`src/rtl/tt_um_jimktrains_vslc_pkg.sv`:
```
// Shared definitions for the VSLC program sequencer: sequencer states, default
// program depth/pointer width and the per-byte slot length.
package tt_um_jimktrains_vslc_pkg;

  localparam int PROG_DEPTH  = 16;
  localparam int PTR_W       = 4;
  localparam int SLOT_CYCLES = 2;

  typedef enum logic [2:0] {
    IDLE       = 3'd0,
    LOAD       = 3'd1,
    SCAN_START = 3'd2,
    SLOT_HI    = 3'd3,
    SLOT_LO    = 3'd4,
    SCAN_END   = 3'd5
  } state_t;

endpackage

```
`src/rtl/tt_um_jimktrains_vslc_if.sv`:
```
// Sequencer-to-executor bus: instruction stream, input images, executor reset
// and the end-of-scan pulse.
interface tt_um_jimktrains_vslc_if;

  logic [7:0] instr;
  logic       instr_ready;
  logic [7:0] ui_in_scan;
  logic [7:0] ui_in_prev;
  logic       exec_rst_n;
  logic       scan_pulse;

  modport master (
    output instr,
    output instr_ready,
    output ui_in_scan,
    output ui_in_prev,
    output exec_rst_n,
    output scan_pulse
  );

  modport slave (
    input instr,
    input instr_ready,
    input ui_in_scan,
    input ui_in_prev,
    input exec_rst_n,
    input scan_pulse
  );

endinterface

```
`src/rtl/tt_um_jimktrains_vslc_serial_loader.sv`:
```
// Serial program loader: synchronizes the external sclk/sdata pair, shifts bits
// MSB first and strobes byte_valid for one cycle when a full byte is assembled.
module tt_um_jimktrains_vslc_serial_loader (
  input  logic       clk,
  input  logic       rst_n,
  input  logic       enable,
  input  logic       sclk,
  input  logic       sdata,
  output logic [7:0] byte_data,
  output logic       byte_valid
);

  logic [1:0] sclk_sync;
  logic [1:0] sdata_sync;
  logic       sclk_prev;
  logic [7:0] shift_reg;
  logic [2:0] bit_cnt;
  logic       sclk_rise;

  assign sclk_rise = sclk_sync[1] & ~sclk_prev;

  always_ff @(posedge clk) begin
    if (!rst_n) begin
      sclk_sync  <= '0;
      sdata_sync <= '0;
      sclk_prev  <= 1'b0;
      shift_reg  <= '0;
      bit_cnt    <= '0;
      byte_data  <= '0;
      byte_valid <= 1'b0;
    end else begin
      sclk_sync  <= {sclk_sync[0], sclk};
      sdata_sync <= {sdata_sync[0], sdata};
      sclk_prev  <= sclk_sync[1];
      byte_valid <= 1'b0;
      // Leaving load mode throws away any partially shifted byte.
      if (!enable) begin
        shift_reg <= '0;
        bit_cnt   <= '0;
      end else if (sclk_rise) begin
        shift_reg <= {shift_reg[6:0], sdata_sync[1]};
        bit_cnt   <= bit_cnt + 3'd1;
        if (bit_cnt == 3'd7) begin
          byte_data  <= {shift_reg[6:0], sdata_sync[1]};
          byte_valid <= 1'b1;
        end
      end
    end
  end

endmodule

```
`src/rtl/tt_um_jimktrains_vslc_sequencer.sv`:
```
// VSLC program sequencer: loads a byte program serially, then streams it to the
// executor once per scan, two cycles per byte, latching the input image per scan.
//
// state      | meaning
// IDLE       | waiting for load_n low or run with a non-empty program
// LOAD       | executor held in reset, serial bytes written to memory
// SCAN_START | latch input image, rewind read pointer
// SLOT_HI    | instr valid, instr_ready high
// SLOT_LO    | instr held, instr_ready low, advance or finish
// SCAN_END   | one-cycle scan_pulse, restart or return to IDLE
module tt_um_jimktrains_vslc_sequencer #(
  parameter int PROG_DEPTH = tt_um_jimktrains_vslc_pkg::PROG_DEPTH,
  parameter int PTR_W      = tt_um_jimktrains_vslc_pkg::PTR_W
) (
  input  logic       clk,
  input  logic       rst_n,
  input  logic [7:0] ui_in,
  input  logic       run,
  input  logic       load_n,
  input  logic       sclk,
  input  logic       sdata,
  output logic       overflow,
  tt_um_jimktrains_vslc_if.master bus
);

  import tt_um_jimktrains_vslc_pkg::*;

  localparam logic [PTR_W:0] DEPTH_CNT = (PTR_W + 1)'(PROG_DEPTH);

  state_t           state;
  state_t           next_state;
  logic [7:0]       mem [PROG_DEPTH];
  logic [PTR_W:0]   wr_ptr;
  logic [PTR_W:0]   prog_len;
  logic [PTR_W-1:0] rd_ptr;
  logic [PTR_W-1:0] rd_next;
  logic [7:0]       load_byte;
  logic             load_valid;
  logic             in_load;
  logic             mem_full;
  logic             last_slot;

  assign in_load   = (state == LOAD);
  assign mem_full  = (wr_ptr == DEPTH_CNT);
  assign last_slot = (({1'b0, rd_ptr} + (PTR_W + 1)'(1)) == prog_len);

  tt_um_jimktrains_vslc_serial_loader u_loader (
    .clk        (clk),
    .rst_n      (rst_n),
    .enable     (in_load),
    .sclk       (sclk),
    .sdata      (sdata),
    .byte_data  (load_byte),
    .byte_valid (load_valid)
  );

  always_ff @(posedge clk) begin
    if (!rst_n) state <= IDLE;
    else        state <= next_state;
  end

  always_comb begin
    next_state = state;
    case (state)
      IDLE: begin
        if (!load_n)                    next_state = LOAD;
        else if (run && prog_len != '0) next_state = SCAN_START;
      end
      LOAD: begin
        if (load_n) next_state = IDLE;
      end
      SCAN_START: next_state = load_n ? SLOT_HI : LOAD;
      SLOT_HI:    next_state = load_n ? SLOT_LO : LOAD;
      SLOT_LO: begin
        if (!load_n)        next_state = LOAD;
        else if (last_slot) next_state = SCAN_END;
        else                next_state = SLOT_HI;
      end
      SCAN_END: begin
        if (!load_n)  next_state = LOAD;
        else if (run) next_state = SCAN_START;
        else          next_state = IDLE;
      end
      default: next_state = IDLE;
    endcase
  end

  always_comb begin
    bus.instr_ready = (state == SLOT_HI);
    bus.scan_pulse  = (state == SCAN_END);
    bus.exec_rst_n  = rst_n && (state != LOAD);
  end

  always_comb begin
    rd_next = rd_ptr;
    if (state == SCAN_START)
      rd_next = '0;
    else if (state == SLOT_LO && next_state == SLOT_HI)
      rd_next = rd_ptr + PTR_W'(1);
  end

  always_ff @(posedge clk) begin
    if (!rst_n) begin
      bus.instr      <= '0;
      bus.ui_in_scan <= '0;
      bus.ui_in_prev <= '0;
      overflow       <= 1'b0;
      prog_len       <= '0;
      wr_ptr         <= '0;
      rd_ptr         <= '0;
    end else begin
      rd_ptr <= rd_next;
      // instr only moves on entry to SLOT_HI so it is stable across the slot.
      if (next_state == SLOT_HI)
        bus.instr <= mem[rd_next];
      if (state == SCAN_START) begin
        bus.ui_in_prev <= bus.ui_in_scan;
        bus.ui_in_scan <= ui_in;
      end
      if (in_load) begin
        if (load_n) begin
          prog_len <= wr_ptr;
          wr_ptr   <= '0;
        end else if (load_valid) begin
          if (mem_full) overflow <= 1'b1;
          else          wr_ptr   <= wr_ptr + (PTR_W + 1)'(1);
        end
      end
    end
  end

  // Program memory is deliberately not reset; prog_len gates all reads.
  always_ff @(posedge clk) begin
    if (in_load && !load_n && load_valid && !mem_full)
      mem[wr_ptr[PTR_W-1:0]] <= load_byte;
  end

endmodule

```
`src/flat_wrapper.sv`:
```
// flat-port wrapper written by rule: the top's interface ports become plain ports
module tt_um_jimktrains_vslc_sequencer_flat import tt_um_jimktrains_vslc_pkg::*;
#(
  parameter int PROG_DEPTH = tt_um_jimktrains_vslc_pkg::PROG_DEPTH,
  parameter int PTR_W      = tt_um_jimktrains_vslc_pkg::PTR_W
)
  (clk, rst_n, ui_in, run, load_n, sclk, sdata, overflow, bus_instr, bus_instr_ready, bus_ui_in_scan, bus_ui_in_prev, bus_exec_rst_n, bus_scan_pulse);
  tt_um_jimktrains_vslc_if bus_i ();
  input  logic clk;
  input  logic rst_n;
  input  logic [7:0] ui_in;
  input  logic run;
  input  logic load_n;
  input  logic sclk;
  input  logic sdata;
  output logic overflow;
  output wire logic [$bits(bus_i.instr)-1:0] bus_instr;
  output wire logic [$bits(bus_i.instr_ready)-1:0] bus_instr_ready;
  output wire logic [$bits(bus_i.ui_in_scan)-1:0] bus_ui_in_scan;
  output wire logic [$bits(bus_i.ui_in_prev)-1:0] bus_ui_in_prev;
  output wire logic [$bits(bus_i.exec_rst_n)-1:0] bus_exec_rst_n;
  output wire logic [$bits(bus_i.scan_pulse)-1:0] bus_scan_pulse;
  assign bus_instr = bus_i.instr;
  assign bus_instr_ready = bus_i.instr_ready;
  assign bus_ui_in_scan = bus_i.ui_in_scan;
  assign bus_ui_in_prev = bus_i.ui_in_prev;
  assign bus_exec_rst_n = bus_i.exec_rst_n;
  assign bus_scan_pulse = bus_i.scan_pulse;
  tt_um_jimktrains_vslc_sequencer #(.PROG_DEPTH(PROG_DEPTH), .PTR_W(PTR_W)) u_core (.clk(clk), .rst_n(rst_n), .ui_in(ui_in), .run(run), .load_n(load_n), .sclk(sclk), .sdata(sdata), .overflow(overflow), .bus(bus_i));
endmodule
```
`config.mk`:
```
export PLATFORM = sky130hd
export DESIGN_NAME = tt_um_jimktrains_vslc_sequencer_flat
export DESIGN_NICKNAME = d
export VERILOG_FILES = /design/src/rtl/tt_um_jimktrains_vslc_pkg.sv /design/src/rtl/tt_um_jimktrains_vslc_if.sv /design/src/rtl/tt_um_jimktrains_vslc_serial_loader.sv /design/src/rtl/tt_um_jimktrains_vslc_sequencer.sv /design/src/flat_wrapper.sv
export SDC_FILE = /design/constraint.sdc
export NUM_CORES = 1
export LEC_CHECK = 0
export CAP_MARGIN = 10
export CORE_ASPECT_RATIO = 0.7
export CORE_MARGIN = 4
export CORE_UTILIZATION = 49
export DETAILED_ROUTE_END_ITERATION = 6
export PLACE_DENSITY = 0.76
export SETUP_SLACK_MARGIN = 0.05
export SKIP_LAST_GASP = 1
export SLEW_MARGIN = 40
export SYNTH_ARGS = -nofsm -noshare
export SYNTH_HDL_FRONTEND = slang
export SYNTH_HIERARCHICAL = 1
export SYNTH_SLANG_ARGS = --single-unit
```
`constraint.sdc`:
```
create_clock -name clk -period 2.8 [get_ports clk]
set_input_delay 0.42 -clock clk [delete_from_list [all_inputs] [get_ports clk]]
set_output_delay 0.42 -clock clk [all_outputs]
set_load 0.02 [all_outputs]
```
==> results.sh <==
export IMPL_clkLatencyLatePin_ps=450
export IMPL_finalClockSkew_ps=14.33
export IMPL_synth_edf_count=128
export IMPL_antenna_left=0
export IMPL_period_needed_ps=2676
export IMPL_io_pins=42
export IMPL_yosysSeqAreaShare_pct=62.73
export IMPL_layout_cells_most_common="edfxtp_1"
export IMPL_relSlewSlack_pct=51.87
export IMPL_cts_tree="built"
export IMPL_grt_pass1_vias=5387
export IMPL_hold_viol=0
export IMPL_n_antenna_cell=0
export IMPL_cts_buffer_depth=2
export IMPL_final_cell_mix="edfxtp_1 (128), nand2_1 (71), dfxtp_1 (65)"
export IMPL_drtPass1Iterations=5
export IMPL_period_share_pct=95.57
export IMPL_setup_slack_ps=124.0
export IMPL_cp_required_ps=3140
export IMPL_hp_class="reg2reg"
export IMPL_core_um2=16400
export IMPL_hpwlAfterDp_mm=12.61
export IMPL_syn_inst=674
export IMPL_synthArstFlopShare_pct=0
export IMPL_start_util_pct=50.22
export IMPL_status="finished, final reports clean"
export IMPL_p_leak_nw=3.665
export IMPL_drive_gt1_share_pct=16.08
export IMPL_ys_warn_count=6
export IMPL_max_slew_worst_pin_slew_ps=721.0
export IMPL_first_iter_violations=679
export IMPL_htreeDepth=4
export IMPL_grt_max_degree=63
export IMPL_setup_viol=0
export IMPL_p_total_mw=5.496
export IMPL_clock_sinks=194
export IMPL_rr_startpoint="u_core/rd_ptr[0]$_SDFF_PN0_"
export IMPL_critPathLaunch="u_core/rd_ptr[0]$_SDFF_PN0_"
export IMPL_hold_start="u_core/u_loader/sclk_sync[0]$_SDFF_PN0_"
export IMPL_cts_root_buf="clkbuf_16"
export IMPL_routabilityCongestion=0.8626
export IMPL_yosys_register_bits=194
export IMPL_slew_viol_final=0
export IMPL_synth_area_um2=8234
export IMPL_syn_area_per_cell_um2=12.22
export IMPL_chipWidth_um=162.9
export IMPL_grt_pass1_wl_mm=31.06
export IMPL_numCtsBuffers=17
export IMPL_worst_setup_path_type="reg2reg"
export IMPL_die_area_um2=18980
export IMPL_synth_nets=695
export IMPL_globalRoute_totalOverflow=0
export IMPL_row_count=39
export IMPL_die_height_um=116.5
export IMPL_synth_top_flop_cell="edfxtp_1"
export IMPL_powerDensity_nw_per_um2=566.5
export IMPL_max_freq_mhz=373.7
export IMPL_worstPathArrival_ps=3020
export IMPL_cts_hold_buf=0
export IMPL_ir_drop_uv=409.6
export IMPL_largest_register_ffs=128
export IMPL_grt_setup_unrepaired="yes"
export IMPL_io_buffers=41
export IMPL_via_count=5634
export IMPL_grt_total_usage_pct=21.77
export IMPL_yosysUniqueCellTypes=65
export IMPL_utilization_pct=59.17
export IMPL_viasPerCell=5.838
export IMPL_timing_max_cap_violations=0
export IMPL_routed_wl_mm=19.63
export IMPL_cp_start_kind="flip-flop"
export IMPL_areaGrowthSynthToFinish_pct=17.82
export IMPL_num_nets_final=748
export IMPL_drc=0
export IMPL_cp_max_fo=8
export IMPL_antenna_found_initial=0
export IMPL_wl_per_cell_um=20.34
export IMPL_path_clk_slew_ps=80
export IMPL_pre_cts_ws_ps=-39.70
export IMPL_cp_end_kind="flip-flop"
## power by group
group	internal, mW	switching (mW)	total (mW)
registers	3.01	0.00260	3.02
logic	0.0342	0.0354	0.0697
clock network	1.28	1.13	2.41
total	4.33	1.17	5.50
## critical path, cell delays in order, from the launching register on
cell      delay [ps]
dfxtp_1          320
ha_2             230
and4b_4          190
o21a_4           240
o211a_4          300
o31a_1           310
o21bai_2         180
nand3b_1         140
buf_4            200
o21bai_1         230
and4b_1          230
## metal layers
metal  vias to the layer above  GRT usage, %  part of all wire (%)  wire, um
met5                         -             0                     0         0
met4                         0         7.039                   2.1       404
met3                        37         6.631                    10      2039
met2                       280         32.21                    44      8729
met1                      2689         31.05                    43      8456
li1                       2628             -                     -         -
## per-stage QoR
| step | hold WS [ps] | instances | area [um^2] | TNS (ps) |
|---|---|---|---|---|
| after detailed placement | 429.4 | 927 | 8989 | -46.00 |
| after global placement | 417.9 | 927 | 8989 | -31.88 |
| after global routing | 460.6 | 965 | 9702 | -55.00 |
| after floorplan | 411.9 | 674 | 8244 | 0 |
| after CTS | 440.3 | 959 | 9592 | 0 |
| final | 436.5 | 965 | 9702 | 0 |
## timing repair
| action | 4_1_cts | 5_1_grt |
|---|---|---|
| buffers inserted | 0 | 6 |
| setup endpoints to repair | 3 | 9 |
| gates resized for setup | 3 | 14 |
| pin swaps | 0 | 5 |
## synth_stat cells (5+ instances only)
cell type	number	area (um^2)
edfxtp_1	128	3844
nand2_1	72	270.3
dfxtp_1	66	1321
and3_1	43	269.0
a211oi_1	39	292.8
o21ai_0	32	160.2
nor2_1	25	93.84
a21oi_1	24	120.1
clkbuf_1	24	90.09
nand3_1	21	105.1
a21boi_0	17	127.6
o21bai_1	16	120.1
buf_2	13	65.06
and2_1	10	62.56
nor2b_1	10	62.56
a221oi_1	9	78.83
buf_6	8	90.09
nand2b_1	8	50.05
o21ai_2	8	70.07
a22oi_1	7	52.55
a32o_1	7	70.07
and4_1	7	61.31
ha_1	7	87.58
nor3_1	7	35.03
mux2i_1	5	50.05
## layout make-up
| type | instances | area [um^2] |
|---|---|---|
| Fill cell | 1309 | 6694 |
| Sequential cell | 194 | 5166 |
| Multi-Input combinational cell | 426 | 2869 |
| Timing Repair Buffer | 84 | 782.0 |
| Clock buffer | 18 | 439.2 |
| Tap cell | 225 | 281.5 |
| Clock inverter | 14 | 148.9 |
| Inverter | 4 | 15.01 |
## path summary, 6_finish.rpt
| kind | to | slack [ps] | cells after the start |
|---|---|---|---|
| worst max register to register | u_core/bus.instr[2]$_SDFFE_PN0N_ | 120 | 10 |
| worst min register to register | u_core/u_loader/sclk_sync[1]$_SDFF_PN0_ | 440 | 1 |
| worst min-delay path | u_core/u_loader/sclk_sync[1]$_SDFF_PN0_ | 440 | 1 |
| worst max-delay path | u_core/bus.instr[2]$_SDFFE_PN0N_ | 120 | 10 |
## cell families (layout without fill, tap and decap cells)
group	Yosys count	count (layout)	synth area share, %
AO/OA/AOI/OAI	181	181	16.14
XOR/XNOR	8	8	0.9422
adder cells (fa/ha/maj)	7	7	1.064
buffers and inverters	54	120	3.647
flip-flops	194	194	62.73
multiplexers	5	5	0.6078
AND/OR/NAND/NOR	225	225	14.88
No activity file was read; power rests on OpenSTA's default activity.
